==> src/rtl/calc_pkg.sv <==
// Shared definitions for the calc_requester / small_calc pair: state and
// operation encodings plus the operand and result widths.
package calc_pkg;

  localparam int OPERAND_W = 4;
  localparam int RESULT_W  = 5;

  typedef enum logic [2:0] {
    ST_IDLE  = 3'd0,
    ST_ISSUE = 3'd1,
    ST_WAIT  = 3'd2,
    ST_RESP  = 3'd3,
    ST_DRAIN = 3'd4
  } state_t;

  typedef enum logic [1:0] {
    OP_ADD = 2'b00,
    OP_SUB = 2'b01,
    OP_AND = 2'b10,
    OP_XOR = 2'b11
  } op_t;

endpackage

==> src/rtl/calc_req_timer.sv <==
// WAIT-state watchdog for calc_requester: counts enabled cycles since the last
// clear and flags the cycle in which the TIMEOUT_CYCLES-th enabled cycle occurs.
module calc_req_timer #(
  parameter int TIMEOUT_CYCLES = 255
) (
  input  logic clk,
  input  logic rst,
  input  logic clear,
  input  logic enable,
  output logic expired
);

  localparam logic [7:0] LIMIT = 8'(TIMEOUT_CYCLES - 1);

  logic [7:0] count;

  // Saturates at LIMIT so a stalled enable can never wrap back to zero.
  always_ff @(posedge clk or posedge rst) begin
    if (rst) begin
      count <= '0;
    end else if (clear) begin
      count <= '0;
    end else if (enable && (count != LIMIT)) begin
      count <= count + 8'd1;
    end
  end

  assign expired = enable && (count == LIMIT);

endmodule

==> src/rtl/calc_requester.sv <==
// Request/response front end for small_calc: one operation in flight at a time.
// Define CALC_TIMEOUT_EN to add a WAIT-state watchdog that returns an error response.
module calc_requester
  import calc_pkg::*;
#(
  parameter int TIMEOUT_CYCLES = 255
) (
  input  logic                clk,
  input  logic                rst,
  input  logic                req_valid,
  output logic                req_ready,
  input  logic [1:0]          req_op,
  input  logic [OPERAND_W-1:0] req_a,
  input  logic [OPERAND_W-1:0] req_b,
  output logic                GO,
  output logic [1:0]          OP,
  output logic [OPERAND_W-1:0] in1,
  output logic [OPERAND_W-1:0] in2,
  input  logic                doneFlag,
  input  logic [RESULT_W-1:0] calc_out,
  output logic                rsp_valid,
  input  logic                rsp_ready,
  output logic [RESULT_W-1:0] rsp_data,
  output logic                rsp_err,
  output logic [7:0]          done_count,
  output logic [2:0]          cur_state
);

  if (TIMEOUT_CYCLES < 1 || TIMEOUT_CYCLES > 255) begin : g_bad_timeout
    $error("calc_requester: TIMEOUT_CYCLES must be in 1..255");
  end

  state_t state, state_next;
  logic   accept;

  // Gating with rst keeps req_ready low while reset is held, not just after it.
  assign req_ready = (state == ST_IDLE) && !doneFlag && !rst;
  assign accept    = req_valid && req_ready;
  assign GO        = (state == ST_ISSUE);
  assign rsp_valid = (state == ST_RESP);
  assign cur_state = state;

`ifdef CALC_TIMEOUT_EN
  logic timed_out;

  calc_req_timer #(
    .TIMEOUT_CYCLES(TIMEOUT_CYCLES)
  ) u_timer (
    .clk    (clk),
    .rst    (rst),
    .clear  (state == ST_ISSUE),
    .enable (state == ST_WAIT),
    .expired(timed_out)
  );
`endif

  always_ff @(posedge clk or posedge rst) begin
    if (rst) begin
      state <= ST_IDLE;
    end else begin
      state <= state_next;
    end
  end

  always_comb begin
    state_next = state;
    case (state)
      ST_IDLE:  if (accept) state_next = ST_ISSUE;
      ST_ISSUE: state_next = ST_WAIT;
      ST_WAIT: begin
        if (doneFlag) begin
          state_next = ST_RESP;
        end
`ifdef CALC_TIMEOUT_EN
        else if (timed_out) begin
          state_next = ST_RESP;
        end
`endif
      end
      // A still-high doneFlag belongs to the finished operation; drain it first.
      ST_RESP:  if (rsp_ready) state_next = doneFlag ? ST_DRAIN : ST_IDLE;
      ST_DRAIN: if (!doneFlag) state_next = ST_IDLE;
      default:  state_next = ST_IDLE;
    endcase
  end

  always_ff @(posedge clk or posedge rst) begin
    if (rst) begin
      OP         <= '0;
      in1        <= '0;
      in2        <= '0;
      rsp_data   <= '0;
      done_count <= '0;
    end else begin
      if (accept) begin
        OP  <= req_op;
        in1 <= req_a;
        in2 <= req_b;
      end
      if (state == ST_WAIT) begin
        if (doneFlag) begin
          rsp_data <= calc_out;
        end
`ifdef CALC_TIMEOUT_EN
        else if (timed_out) begin
          rsp_data <= '0;
        end
`endif
      end
      if ((state == ST_RESP) && rsp_ready) begin
        done_count <= done_count + 8'd1;
      end
    end
  end

`ifdef CALC_TIMEOUT_EN
  // A real completion in the expiry cycle takes priority over the timeout.
  always_ff @(posedge clk or posedge rst) begin
    if (rst) begin
      rsp_err <= 1'b0;
    end else if (state == ST_WAIT) begin
      if (doneFlag) begin
        rsp_err <= 1'b0;
      end else if (timed_out) begin
        rsp_err <= 1'b1;
      end
    end
  end
`else
  assign rsp_err = 1'b0;
`endif

endmodule
==> config.mk <==
export PLATFORM = sky130hd
export DESIGN_NAME = calc_requester
export DESIGN_NICKNAME = d
export VERILOG_FILES = /design/src/rtl/calc_pkg.sv /design/src/rtl/calc_req_timer.sv /design/src/rtl/calc_requester.sv
export SDC_FILE = /design/constraint.sdc
export NUM_CORES = 1
export LEC_CHECK = 0
export ABC_CLOCK_PERIOD_IN_PS = 2450
export CELL_PAD_IN_SITES_DETAIL_PLACEMENT = 1
export CELL_PAD_IN_SITES_GLOBAL_PLACEMENT = 2
export CORE_MARGIN = 10
export CORE_UTILIZATION = 26
export DETAILED_ROUTE_END_ITERATION = 8
export PLACE_DENSITY_LB_ADDON = 0.1
export SETUP_SLACK_MARGIN = 0.05
export SLEW_MARGIN = 10
export SYNTH_ARGS = -nofsm -noshare
export SYNTH_HDL_FRONTEND = slang
export SYNTH_SLANG_ARGS = --single-unit
==> constraint.sdc <==
create_clock -name clk -period 2.45 [get_ports clk]
set_input_delay 0.3675 -clock clk [delete_from_list [all_inputs] [get_ports clk]]
set_output_delay 0.3675 -clock clk [all_outputs]
set_load 0.005 [all_outputs]
-- After elaboration in Yosys (flattened, before gate mapping)
Index checks and enable logic that the tools add are counted.
- muxes and demuxes: 6
- $add $sub $neg: 1
- reductions and logical operators: 9
- eq/ne operators: 8
- operators with widths (kind ; count):
    3-bit 2-to-1 mux ; 5
    3-bit case mux with 5 select lines ; 1
    8-bit by 1-bit adder with 8-bit output, second input constant ; 1
    3-bit by 2-bit equality test with 1-bit output, second input constant ; 2
    2-bit inequality test, second input constant ; 3
    1-bit logical AND ; 4
    4-bit AND reduction ; 1
    3-bit by 1-bit equality test with 1-bit output, second input constant ; 1
    3-bit equality test, second input constant ; 1
    3-bit logical NOT ; 1
    1-bit logical NOT ; 2
    2-bit by 1-bit inequality test with 1-bit output, second input constant ; 1
    2-bit AND reduction ; 1
- input port bits: 20
- word-level logic and storage cells: 30
- bits in registers: 26
- output and inout bits: 30

-- Depth between registers and ports, before layout
Gate-level depths: netlist (run 1).
- depth after elaboration: 6
- depth in mapped cells: 5
- mapped depth without buffers: 4

-- Least setup slack after synthesis (run 1)
No wires, ideal clock.
- kind: register to register
- start point: reg state[2] (netlist: cur_state[2])
- end point: reg OP[1]
- path slack: 0.645 ns
- data required time: 2.325 ns
- arrival time: 1.680 ns
- path buffers: 2
- period minus slack after synthesis: 1.805 ns
- library setup time: 0.125 ns
- stages on the path, launching flop included: 6
- cells stage by stage: dfrtp_1 buf_6 or4_4 nand3b_4 buf_6 mux2_4
- cells in the longest elaborated chain, start to end: 4
- RTL lines (element ; RTL line ; text):
    from (decl) ; calc_requester.sv:33 ; state_t state, state_next;
    from (signal assigned) ; calc_requester.sv:61 ; state <= state_next;
    3-bit logical NOT ; calc_requester.sv:37 ; assign req_ready = (state == ST_IDLE) && !doneFlag && !rst;
    1-bit logical AND (2 in a row) ; calc_requester.sv:37 ;
    1-bit logical AND ; calc_requester.sv:38 ; assign accept = req_valid && req_ready;
    to (signal assigned) ; calc_requester.sv:96 ; OP <= req_op;
    to (decl) ; calc_requester.sv:16 ; output logic [1:0] OP,
Every way passes these cells.
A chain may end at the register's enable or synchronous reset.

-- Worst setup path in the final report (run 1)
- start point: reg state[2] (netlist: cur_state[2])
- end point: out req_ready
- cells in the longest elaborated chain, start to end: 3
- RTL lines (element ; RTL line ; text):
    3-bit logical NOT ; calc_requester.sv:37 ;
    1-bit logical AND (2 in a row) ; calc_requester.sv:37 ;
    to (decl) ; calc_requester.sv:11 ; output logic req_ready,
Every way passes these cells.

==> impl_metrics.csv, run 1 <==
group,metric,value,unit
outcome,status,"completed",
setup_path,end_kind,"output port",
sta,fin_crit,2.29,ns
place,postPlaceCellArea,1690,sq um
clock_network,worstSkewPairLatency,0.28,ns
detailed_routing,met2_length,1.49,mm
global_route,grt_start_max_net_pins,27,
layout,n_fill_cell,484,
sta,finalSetupViolCount,0,
power_and_ir_drop,p_comb_frac,0.427,
clock_network,cts_buffers,3,
layout,synthToLayoutAreaGrowth,52.4,%
sta,whs,0.471,ns
clock_network,clk_pin_slew,0.10,ns
setup_path,crit_buf_inv,1,
power_and_ir_drop,p_leak,0.802,nW
yosys,synth_cells,85,
yosys,yosysWarnings,0,
yosys,netlist_area,1160,sq um
yosys,avgSynthCellArea,13.6,sq um
setup_path,critPathTopFamily,"simple AND/OR/NAND/NOR gates",
place,portBuffers,48,
layout,multi_input_area,459,sq um
floorplan,row_count,24,
clock_network,cts_hold_buf,0,
sta,finClkSkew,0.00414,ns
clock_network,root_buffer,"clkbuf_8",
setup_path,rrSetupSlack,0.63,ns
setup_path,cpPeakStageDelay,0.55,ns
power_and_ir_drop,power_density,1090,nW/um^2
global_route,grt_pass1_vias,981,
yosys,yosys.area.top_type_share,0.563,
global_route,grt_usage,0.0865,
detailed_routing,drc,0,
setup_path,crit_path_start,"cur_state[2]",
place,dp_hpwl,2.40,mm
yosys,synth_area_leader_cell,"dfrtp_1",
yosys,synth_edf_count,0,
setup_path,timing.rr.end,"OP[0]",
setup_path,arrival,1.92,ns
detailed_routing,dr.pass1.iters,4,
detailed_routing,vias,842,
layout,num_antenna_cells,0,
setup_path,worstSetupPathType,"register to output port",
setup_path,path_cells,"or4_4 > nor2_1 > clkdlybuf4s50_1",
sta,max_freq,436,MHz
sta,period_share,0.935,
detailed_routing,drt_iter0_drc,24,
floorplan,dieHeight,86.7,um
floorplan,die-area,7510,sq um
setup_path,required,2.08,ns
global_route,overflow,0,
sta,drv_slew,0,
power_and_ir_drop,p_switching,0.532,mW
layout,final_nets,158,
detailed_routing,wl_met1,1.35,mm
run,maxCapViolations,0,
floorplan,die_w,86.7,um
setup_path,cp_max_fo,11,
floorplan,io_pins,50,
yosys,yosys-top-cells-count,"dfrtp_1, mux2_4, mux2_2, xor2_1, nor2_1",
layout,fin_util,0.407,
hold_path,timing.hold.worst_path_depth,1,
floorplan,start_util,0.267,
yosys,synth_top_cells_by_area,"dfrtp_1, mux2_4, mux2_2",
power_and_ir_drop,switching_share,0.276,
detailed_routing,viasPerCell,4.48,
layout,drive_gt1_frac,0.184,
hold_path,holdCritPathClass,"register to register",
clock_network,clkSinkCount,26,
power_and_ir_drop,clkPwrFrac,0.189,
yosys,yosysUniqueCellTypes,26,
detailed_routing,routedWlPerCell,16.5,um
sta,finalSetupTns,0,ns
clock_network,htree_levels,1,
global_route,grt_first_pass_wirelength,5.26,mm
yosys,yosysMostFrequentCell,"dfrtp_1",
layout,final-seq-area,652,sq um
yosys,synth_nets,106,
setup_path,r2r_cells,3,
yosys,dominantRegCellSynth,"dfrtp_1",
detailed_routing,antenna_left,0,
detailed_routing,top_layer,"met4",
yosys,synthArstFlopShare,1.00,
power_and_ir_drop,internal-power,1.40,mW
place,gp_congestion,0.732,
setup_path,regToRegStartpoint,"cur_state[2]",
power_and_ir_drop,seqPwrFrac,0.384,
detailed_routing,postRouteWirelength,3.11,mm
floorplan,coreArea,4320,sq um
yosys,synth-seq-cells,26,
layout,final_area,1760,sq um
hold_path,min_to,"done_count[7]",
clock_network,cts_tree,"built",
detailed_routing,wl_met3,217,um
yosys,seq_area_frac_synth,0.563,
setup_path,setup.worst_path.start_class,"register",
hold_path,min-delay-start,"done_count[7]",
sta,rsz0062_at_grt,"false",
power_and_ir_drop,vdd_drop_max,0.000332,V
power_and_ir_drop,total_power,1.93,mW
sta,finalHoldViolCount,0,
setup_path,cpMaxStageDelayCell,"or4_4",
clock_network,clockBufferDepth,2,
global_route,antenna_found_initial,0,
-- repair_timing --
item | in CTS | in global routing
resized for setup | 0 | 1
setup endpoints to repair | 0 | 1
setup buffers | 0 | 0
-- state kept, by name, summed over array words and instances, names as in the netlist --
name,count
OP,2
rsp_data,5
cur_state,3
in1,4
done_count,8
in2,4
-- layout make-up --
| cell class | count | area share |
|---|---|---|
| clock inverter | 1 | 0.0170 |
| tap | 52 | 0.0369 |
| sequential | 26 | 0.370 |
| timing repair buffer | 51 | 0.286 |
| multi-input combinational | 52 | 0.261 |
| clock buffer | 3 | 0.0234 |
| inverter | 3 | 0.00639 |
-- layout by cell type (no fill, tap or decap), drive strengths merged --
cell           synthesis  layout
a21boi                 1       1
a21oi                  1       1
and3b                  1       1
buf                    4       3
bufinv                 0       1
clkbuf                 0       3
clkdlybuf4s50          0      48
conb                   1       1
dfrtp                 26      26
ha                     1       1
inv                    3       3
mux2                  16      16
nand2                  4       4
nand3                  3       3
nand3b                 2       2
nand4b                 2       2
nor2                   5       5
nor3                   4       4
nor3b                  1       1
nor4                   1       1
o211ai                 1       1
or4                    1       1
xnor2                  1       1
xor2                   6       6
-- per-layer routing --
metal,GRT usage,vias up
li1,-,388
met1,0.102,420
met2,0.142,29
met3,0.0319,5
met4,0.0265,0
met5,0,-
-- metrics by stage --
stage	worst slack, ns	cells
finish	0.159	188
global route	0.0731	188
CTS	0.0863	188
detailed placement	0.195	184
global placement	0.217	184
floorplan	0.645	85
-- cells by family (layout without fill, tap and decap cells) --
family,count (synthesis),count (layout),share of synthesized area
AOI/OAI and AO/OA,3,3,0.0173
xor gates and xnor gates,7,7,0.0530
adders and majority gates,1,1,0.0108
buffers and inverters,7,58,0.0400
DFF,26,26,0.563
muxes,16,16,0.185
other,1,1,0.00324
and+or+nand+nor,24,24,0.128
-- how the worst max path moves through the flow --
stage                            to  slack (ns)  depth (start not counted)
after floorplan               OP[1]        0.65                          5
after global routing      req_ready        0.07                          3
after CTS                 req_ready        0.09                          3
final                     req_ready        0.16                          3
after global placement    req_ready        0.22                          4
after detailed placement  req_ready        0.19                          4
-- power by group through the flow --
stage / combinational [mW] / clock, mW / sequential [mW]
global route: 0.906 / 0.391 / 0.777
finish: 0.822 / 0.365 / 0.740
floorplan: 0.335 / 0 / 0.742
global placement: 0.835 / 0 / 0.744
CTS: 0.850 / 0.373 / 0.746
detailed placement: 0.843 / 0 / 0.753
No activity file was read; power rests on OpenSTA's default activity.
==> run 2: changes to the inputs <==
GPL_TIMING_DRIVEN = 0   (was not set)
==> run 2 against run 1 <==
  * Register-to-register slack worse by 0.03 ns
  * Fmax is 1.7% lower
  * Critical endpoint unchanged
  * Critical path depth is 1 higher
  * First-iteration DRC count is 67% lower
  * Clock power is 2% lower
  * Critical path type unchanged
==> impl_metrics.csv, run 2 (synthesized netlist as in run 1, its figures left out) <==
group,metric,value,unit
detailed_routing,antenna_left,0,
layout,fin_util,0.411,
clock_network,worstSkewPairLatency,0.27,ns
layout,num_antenna_cells,0,
setup_path,cpPeakStageDelay,0.52,ns
clock_network,cts_tree,"built",
power_and_ir_drop,p_leak,0.805,nW
clock_network,clkSinkCount,26,
detailed_routing,drt_iter0_drc,8,
power_and_ir_drop,p_switching,0.522,mW
global_route,overflow,0,
floorplan,row_count,24,
clock_network,clockBufferDepth,2,
sta,rsz0062_at_grt,"false",
setup_path,setup.worst_path.start_class,"register",
clock_network,cts_setup_buffers,0,
floorplan,start_util,0.267,
sta,drv_slew,0,
detailed_routing,postRouteWirelength,3.04,mm
setup_path,path_cells,"buf_2 > or4_4 > nor2_1 > clkdlybuf4s50_1",
power_and_ir_drop,total_power,1.91,mW
setup_path,crit_path_start,"cur_state[0]",
setup_path,cpMaxStageDelayCell,"or4_4",
place,gp_congestion,0.716,
global_route,grt_start_max_net_pins,28,
power_and_ir_drop,clkPwrFrac,0.187,
sta,period_share,0.951,
setup_path,regToRegStartpoint,"cur_state[0]",
power_and_ir_drop,power_density,1080,nW/um^2
setup_path,arrival,1.96,ns
power_and_ir_drop,vdd_drop_max,0.000446,V
power_and_ir_drop,seqPwrFrac,0.381,
run,maxCapViolations,0,
global_route,grt_pass1_vias,976,
power_and_ir_drop,internal-power,1.39,mW
sta,finClkSkew,0.00244,ns
outcome,status,"completed",
setup_path,crit_buf_inv,2,
power_and_ir_drop,switching_share,0.273,
layout,synthToLayoutAreaGrowth,53.7,%
layout,largest_register_ffs,8,
global_route,antenna_found_initial,0,
layout,final_cell_mix,"clkdlybuf4s50_1, dfrtp_1, mux2_4, mux2_2, xor2_1",
layout,largestRegisters,"done_count x8, rsp_data x5",
sta,finalSetupViolCount,0,
hold_path,min-delay-start,"done_count[7]",
detailed_routing,vias,845,
clock_network,htree_levels,1,
sta,tightest_slew,0.732,ns
floorplan,die_w,86.7,um
detailed_routing,drc,0,
sta,max_freq,429,MHz
place,dp_hpwl,2.41,mm
layout,final_common_cell,"clkdlybuf4s50_1",
clock_network,clk_pin_slew,0.09,ns
sta,finalSetupTns,0,ns
clock_network,root_buffer,"clkbuf_8",
sta,fin_crit,2.33,ns
layout,n_fill_cell,452,
layout,drive_gt1_frac,0.190,
sta,maxSlewHeadroom,0.508,
power_and_ir_drop,p_comb_frac,0.432,
detailed_routing,dr.pass1.iters,2,
detailed_routing,viasPerCell,4.47,
floorplan,coreArea,4320,sq um
clock_network,cts_buffers,3,
hold_path,holdCritPathClass,"register to register",
layout,top_register,"done_count",
setup_path,cp_max_fo,9,
global_route,grt_usage,0.0840,
floorplan,die-area,7510,sq um
floorplan,dieHeight,86.7,um
clock_network,cts_hold_buf,0,
detailed_routing,routedWlPerCell,16.1,um
setup_path,end_kind,"output port",
layout,final_nets,159,
setup_path,critPathTopFamily,"buffers and inverters",
place,portBuffers,48,
sta,finalHoldViolCount,0,
global_route,grt_first_pass_wirelength,5.06,mm
floorplan,io_pins,50,
setup_path,required,2.08,ns
setup_path,worstSetupPathType,"register to output port",
## run 2: cell types whose count changed in the layout (fill, tap and decap cells not counted), sizes merged
cell | before | now
clkinvlp | 0 | 1
buf | 3 | 4
inv | 3 | 2
## run 2: through the flow
stage	worst slack, ns	hold slack [ns]	instance area [sq um]	cells
floorplan	0.645	0.438	1160	85
detailed placement	-0.0165	0.464	1700	185
CTS	0.102	0.482	1770	189
global route	0.0508	0.510	1780	189
global placement	-0.00695	0.457	1700	185
finish	0.120	0.475	1780	189
## run 2: final timing paths
path,end,slack [ns],depth (start not counted)
worst max-delay path,req_ready,0.12,4
worst min-delay path,done_count[7],0.47,1
worst max register to register,OP[1],0.60,5
worst min register to register,done_count[7],0.47,1
max in group asynchronous,rsp_data[2],1.56,2
min in group asynchronous,OP[0],0.54,2
## run 2: final cells by class
type	count	area (sq um)	share of cell area
clock inverter	1	30.0	0.0169
tap	52	65.1	0.0366
clock buffer	3	41.3	0.0232
multi-input combinational	52	459	0.258
buffer	4	35.0	0.0197
timing repair buffer	48	480	0.270
sequential	26	651	0.366
inverter	3	15.0	0.00845
## run 2: worst reg2reg max path: stages (launching register included)
cell and delay [ns]:
dfrtp_1 0.39, buf_2 0.17, or4_4 0.52, nand3b_4 0.17, buf_6 0.18, mux2_4 0.30
## run 2: what timing repair did
item	4_1_cts	5_1_grt
gates resized for setup	0	1
setup endpoints to repair	0	11
hold endpoints to repair	0	0
## run 2: power by group through the flow
stage	registers, mW	clock network, mW	logic (mW)
detailed placement	0.741	0	0.849
floorplan	0.742	0	0.335
CTS	0.734	0.373	0.855
global route	0.758	0.391	0.908
global placement	0.731	0	0.835
finish	0.729	0.357	0.826
## run 2: metal layers
metal / part of all wire / GRT usage
met2: 0.51 / 0.142
met1: 0.42 / 0.0949
met3: 0.056 / 0.0291
met5: 0 / 0
met4: 0.014 / 0.0309
